<file path="config.mk">
export PLATFORM = sky130hd
export DESIGN_NAME = dec_scan_ctrl
export DESIGN_NICKNAME = d
export VERILOG_FILES = /design/src/rtl/dec_pkg.sv /design/src/rtl/dec_n_en.sv /design/src/rtl/dec_scan_ctrl.sv
export SDC_FILE = /design/constraint.sdc
export NUM_CORES = 1
export LEC_CHECK = 0
export CORE_UTILIZATION = 40
export DETAILED_ROUTE_END_ITERATION = 6
export PLACE_DENSITY = 0.74
export SLEW_MARGIN = 20
export SYNTH_ARGS = -nofsm -noshare
export SYNTH_HDL_FRONTEND = slang
export SYNTH_HIERARCHICAL = 1
export SYNTH_SLANG_ARGS = --single-unit
</file>
<file path="constraint.sdc">
create_clock -name clk -period 4 [get_ports clk]
set_input_delay 1.2 -clock clk [delete_from_list [all_inputs] [get_ports clk]]
set_output_delay 1.2 -clock clk [all_outputs]
set_load 0.05 [all_outputs]
</file>
<file path="src/rtl/dec_pkg.sv">
// Shared state type and helpers for the decoder scan controller.
package dec_pkg;

  localparam int MAX_N = 64;

  typedef enum logic [1:0] {IDLE, ACTIVE, BLANK} scan_state_t;

  function automatic int clog2_min1(input int n);
    return (n <= 2) ? 1 : $clog2(n);
  endfunction

  // Callers truncate the result to their own output width.
  function automatic logic [MAX_N-1:0] onehot(input int unsigned a);
    return MAX_N'(1) << a;
  endfunction

endpackage

</file>
<file path="src/rtl/dec_n_en.sv">
// N-output decoder with enable: only the addressed output follows en.
module dec_n_en import dec_pkg::*; #(
  parameter int N  = 2,
  parameter int AW = clog2_min1(N)
) (
  input  logic          en,
  input  logic [AW-1:0] addr,
  output logic [N-1:0]  y
);

  always_comb y = en ? N'(onehot(32'(addr))) : '0;

endmodule

</file>
<file path="src/rtl/dec_scan_ctrl.sv">
// Address/enable sequencer driving an enabled decoder: dwell per address, blank between.
// Optional SCAN_MASK_EN adds a mask input that skips masked addresses.
module dec_scan_ctrl import dec_pkg::*; #(
  parameter int  N     = 2,
  parameter int  DWELL = 4,
  parameter int  GAP   = 1,
  localparam int AW    = clog2_min1(N)
) (
  input  logic          clk,
  input  logic          rst_n,
  input  logic          start,
  input  logic          stop,
  input  logic          loop,
`ifdef SCAN_MASK_EN
  input  logic [N-1:0]  mask,
`endif
  output logic          en_out,
  output logic [AW-1:0] addr,
  output logic [N-1:0]  y,
  output logic          busy,
  output logic          done
);

  localparam int CW = $clog2(((DWELL > GAP) ? DWELL : GAP) + 1);

  scan_state_t   state_q, state_d;
  logic [AW-1:0] addr_q, addr_d, tgt_q, tgt_d;
  logic [CW-1:0] cnt_q, cnt_d;
  logic          en_q, en_d, done_q, done_d;

  // Candidate next address after the current one, and the first address of a scan.
  logic          nxt_ok, first_ok;
  logic [AW-1:0] nxt_addr, first_addr;

`ifdef SCAN_MASK_EN
  always_comb begin
    nxt_ok     = 1'b0;
    nxt_addr   = '0;
    first_ok   = 1'b0;
    first_addr = '0;
    for (int i = N-1; i >= 0; i--) begin
      if (!mask[i] && i > int'(addr_q)) begin
        nxt_ok   = 1'b1;
        nxt_addr = AW'(i);
      end
      if (!mask[i]) begin
        first_ok   = 1'b1;
        first_addr = AW'(i);
      end
    end
  end
`else
  always_comb begin
    nxt_ok     = (addr_q != AW'(N-1));
    nxt_addr   = addr_q + AW'(1);
    first_ok   = 1'b1;
    first_addr = '0;
  end
`endif

  always_comb begin
    state_d = state_q;
    addr_d  = addr_q;
    tgt_d   = tgt_q;
    en_d    = en_q;
    cnt_d   = cnt_q + CW'(1);
    done_d  = 1'b0;
    unique case (state_q)
      IDLE: begin
        cnt_d  = '0;
        en_d   = 1'b0;
        addr_d = '0;
        if (start && !stop) begin
          if (first_ok) begin
            state_d = ACTIVE;
            addr_d  = first_addr;
            en_d    = 1'b1;
          end else begin
            done_d = 1'b1;
          end
        end
      end
      ACTIVE: begin
        if (int'(cnt_q) == DWELL-1) begin
          cnt_d = '0;
          if (nxt_ok || (loop && first_ok)) begin
            if (GAP > 0) begin
              state_d = BLANK;
              en_d    = 1'b0;
              tgt_d   = nxt_ok ? nxt_addr : first_addr;
            end else begin
              addr_d = nxt_ok ? nxt_addr : first_addr;
            end
          end else begin
            state_d = IDLE;
            en_d    = 1'b0;
            addr_d  = '0;
            done_d  = 1'b1;
          end
        end
      end
      BLANK: begin
        // Target was latched at the advance decision; mask is not re-sampled here.
        if (int'(cnt_q) >= GAP-1) begin
          cnt_d   = '0;
          state_d = ACTIVE;
          addr_d  = tgt_q;
          en_d    = 1'b1;
        end
      end
      default: state_d = IDLE;
    endcase
    if (stop && state_q != IDLE) begin
      state_d = IDLE;
      addr_d  = '0;
      en_d    = 1'b0;
      cnt_d   = '0;
      done_d  = 1'b0;
    end
  end

  always_ff @(posedge clk or negedge rst_n) begin
    if (!rst_n) begin
      state_q <= IDLE;
      addr_q  <= '0;
      tgt_q   <= '0;
      cnt_q   <= '0;
      en_q    <= 1'b0;
      done_q  <= 1'b0;
    end else begin
      state_q <= state_d;
      addr_q  <= addr_d;
      tgt_q   <= tgt_d;
      cnt_q   <= cnt_d;
      en_q    <= en_d;
      done_q  <= done_d;
    end
  end

  assign en_out = en_q;
  assign addr   = addr_q;
  assign busy   = (state_q != IDLE);
  assign done   = done_q;

  dec_n_en #(.N(N), .AW(AW)) u_dec (
    .en   (en_q),
    .addr (addr_q),
    .y    (y)
  );

endmodule

</file>
==> impl_metrics.yaml, run 1 <==
outcome:
  status: "finished, final reports clean"
pwr:
  sw_frac_of_total_pct: 45.09
  p_leak_nw: 0.3390
  p_clk_share_pct: 15.4
  vdd_drop_max_mv: 0.3375
  powerDensity_nw_per_um2: 617.5
  seq_power_share_pct: 29.7
  p_switching_mw: 0.2055
  power_frac_comb_pct: 54.9
  intPower_mw: 0.2503
floorplan:
  pin_count: 11
  initial_core_util_pct: 44.47
  core_area_um2: 1334
  die_h_um: 40.51
  fp-row-count: 13
  die_area_um2: 1641
  chipWidth_um: 40.51
timing:
  fin_setup_tns_ps: 0
  post-route-min-period_ps: 3086
  rsz0062_at_grt: "no"
  slew_headroom_pct: 67.14
  fmax_ghz: 0.3240
  tightestPinTransition_ps: 491.4
  slew_viol_final: 0
  holdWs_ps: 477.5
  report.final.hold_viol_count: 0
  setup-violations-final: 0
  fin_worst_skew_ps: 2.480
  period_share_pct: 77.15
clocking:
  postCtsHoldBufs: 0
  tritoncts: "done"
  cts_resized: 0
  cts_buffer_depth: 2
  numClockSinks: 9
  cts.root.buffer_cell: "clkbuf_4"
  htreeDepth: 1
  clock_latency_ps: 260
  post_cts_buffers: 0
  clk_pin_slew_ps: 60
  cts_buffers: 3
hold_path:
  min_to: "cnt_q[0]"
  hold_class: "register to register"
  holdPathStages: 1
  min-delay-start: "cnt_q[0]"
setup_path:
  reg2reg_slack_ps: 2300
  cp_max_fo: 6
  worstSetupStartpointType: "register"
  cp.required_ps: 2800
  critPathCaptureType: "primary output"
  r2r_cells: 6
  cp_slowest_cell: "clkdlybuf4s50_1"
  r2r_start: "state_q[1]"
  cp_num_buf_inv: 3
  crit_family: "buffers and inverters"
  r2r_end: "addr"
  crit_path_frequent_cell: "inv_1"
  max_stage_delay_ps: 790
  worstPathCellList: "inv_1, ha_1, inv_1, clkdlybuf4s50_1"
  crit_type: "register to primary output"
  cp_data_arrival_time_ps: 1890
global_route:
  grtUsageTotal_pct: 16.28
  overflow: 0
  grt_max_degree: 10
  grt_pass1_wl_mm: 1.690
  antenna_found_initial: 0
  first_global_vias: 404
synth:
  synth.distinct_cells: 25
  synth_nets: 75
  ys_ff_latch: 9
  netlist_instances: 62
  seq_area_frac_synth_pct: 37.97
  netlist_area_um2: 593.1
  yosys_warnings: 6
  syn_area_per_cell_um2: 9.566
finish:
  nets: 90
  diodes: 0
  syn_to_final_growth_pct: 24.47
  final_cell_mix: "clkdlybuf4s50_1 (10), dfrtp_1 (9), ha_1 (8)"
  final_common_cell: "clkdlybuf4s50_1"
  drive_above_1_share_pct: 11.84
route:
  detail_route.drc_violations: 0
  ant_nets: 0
  first_pass_iters: 4
  dr_total_vias: 492
  drtIter0Drc: 14
  avgRoutedWirePerCell_um: 12.10
  routed_via_density: 5.407
  drt-total-wl_mm: 1.101
placement:
  io_buffers: 10
  hpwl_um: 906.2
  place_congestion: 0.7802
job:
  drv_cap: 0
[Yosys cell counts (all sizes together)]
cell type,n,area (um^2)
dfrtp,9,225.2
ha,8,100.1
nand2,7,26.28
inv,5,18.77
nor2,5,18.77
o21ai,5,25.02
nor3,3,15.01
a21oi,2,10.01
a31oi,2,12.51
and2,2,13.77
and2b,2,18.77
mux2,2,26.27
nand2b,2,12.51
a31o,1,8.760
a32o,1,10.01
mux2i,1,10.01
nand3,1,5.000
nand3b,1,7.510
nor3b,1,7.510
o211ai,1,12.51
o2bb2ai,1,8.760
[sequential cells by signal, indices dropped and copies added, names as in the netlist]
register	flops
cnt_q	3
state_q	2
addr	1
done	1
en_out	1
tgt_q	1
[layer usage]
| layer | global-route usage (%) | up-vias | wire (um) |
|---|---|---|---|
| met4 | 2.500 | 0 | 0 |
| met1 | 20.27 | 231 | 507 |
| met3 | 8.333 | 0 | 71 |
| met2 | 25.40 | 12 | 522 |
| met5 | 0 | - | 0 |
| li1 | - | 249 | - |
[cell families after synthesis]
kind of cell             count (synthesis)  share of synthesized area [%]
AND/OR/NAND/NOR                         24                          21.10
AO/OA/AOI/OAI                           13                          14.77
flip-flops                               9                          37.98
adder cells (fa/ha/maj)                  8                          16.88
buffers and inverters                    5                          3.165
multiplexers                             3                          6.117
[cell type report]
cell class / count / area, um^2
fillers: 126 / 595.6
multi-input cells: 48 / 349.1
flip-flops and latches: 9 / 225.2
repair buffers: 10 / 100.1
clock buffers: 4 / 26.28
inverters: 5 / 18.77
well taps: 15 / 18.77
[power by group through the flow]
stage	Combinational, mW	Clock, mW	Sequential (mW)
finish	0.250	0.0701	0.136
global route	0.274	0.0776	0.138
CTS	0.250	0.0733	0.136
detailed placement	0.249	0	0.138
global placement	0.248	0	0.136
floorplan	0.167	0	0.152
[worst max-delay path by stage]
stage,startpoint,to,slack (ps),cells after the start
2_1_floorplan,addr,y[1],1740,1
3_3_place_gp,state_q[0],busy,1210,4
3_5_place_dp,state_q[0],busy,1180,4
4_1_cts,state_q[0],busy,900,4
5_1_grt,state_q[0],busy,820,4
6_report,state_q[0],busy,910,4
[metrics by stage]
step | power (mW) | util [%] | area, um^2 | cells | setup WS, ps
floorplan | 0.3191 | - | 593.1 | 62 | 1736
finish | 0.4559 | 55.35 | 738.2 | 91 | 913.9
detailed placement | 0.3869 | 53.38 | 711.9 | 87 | 1181
global route | 0.4896 | 55.35 | 738.2 | 91 | 823.2
CTS | 0.4592 | 55.35 | 738.2 | 91 | 895.6
global placement | 0.3834 | 53.38 | 711.9 | 87 | 1209
Note: power is estimated with default switching activity, not from simulation.
==> run 2: changes to the inputs <==
==> constraint.sdc (replaced) <==
create_clock -name clk -period 2.9 [get_ports clk]
set_input_delay 0.87 -clock clk [delete_from_list [all_inputs] [get_ports clk]]
set_output_delay 0.87 -clock clk [all_outputs]
set_load 0.05 [all_outputs]
==> results of run 2 <==
Same layout as run 1 (identical final DEF). Status: finished, final reports clean.
Main changes from that run: setup slack after placement 1181 ps -> 410.5 ps; setup slack after layout 913.9 ps -> 143.9 ps; register-to-register setup slack 2300 ps -> 1200 ps; total power 0.4559 mW -> 0.6288 mW; worst IR drop on VDD 0.3375 mV -> 0.4656 mV
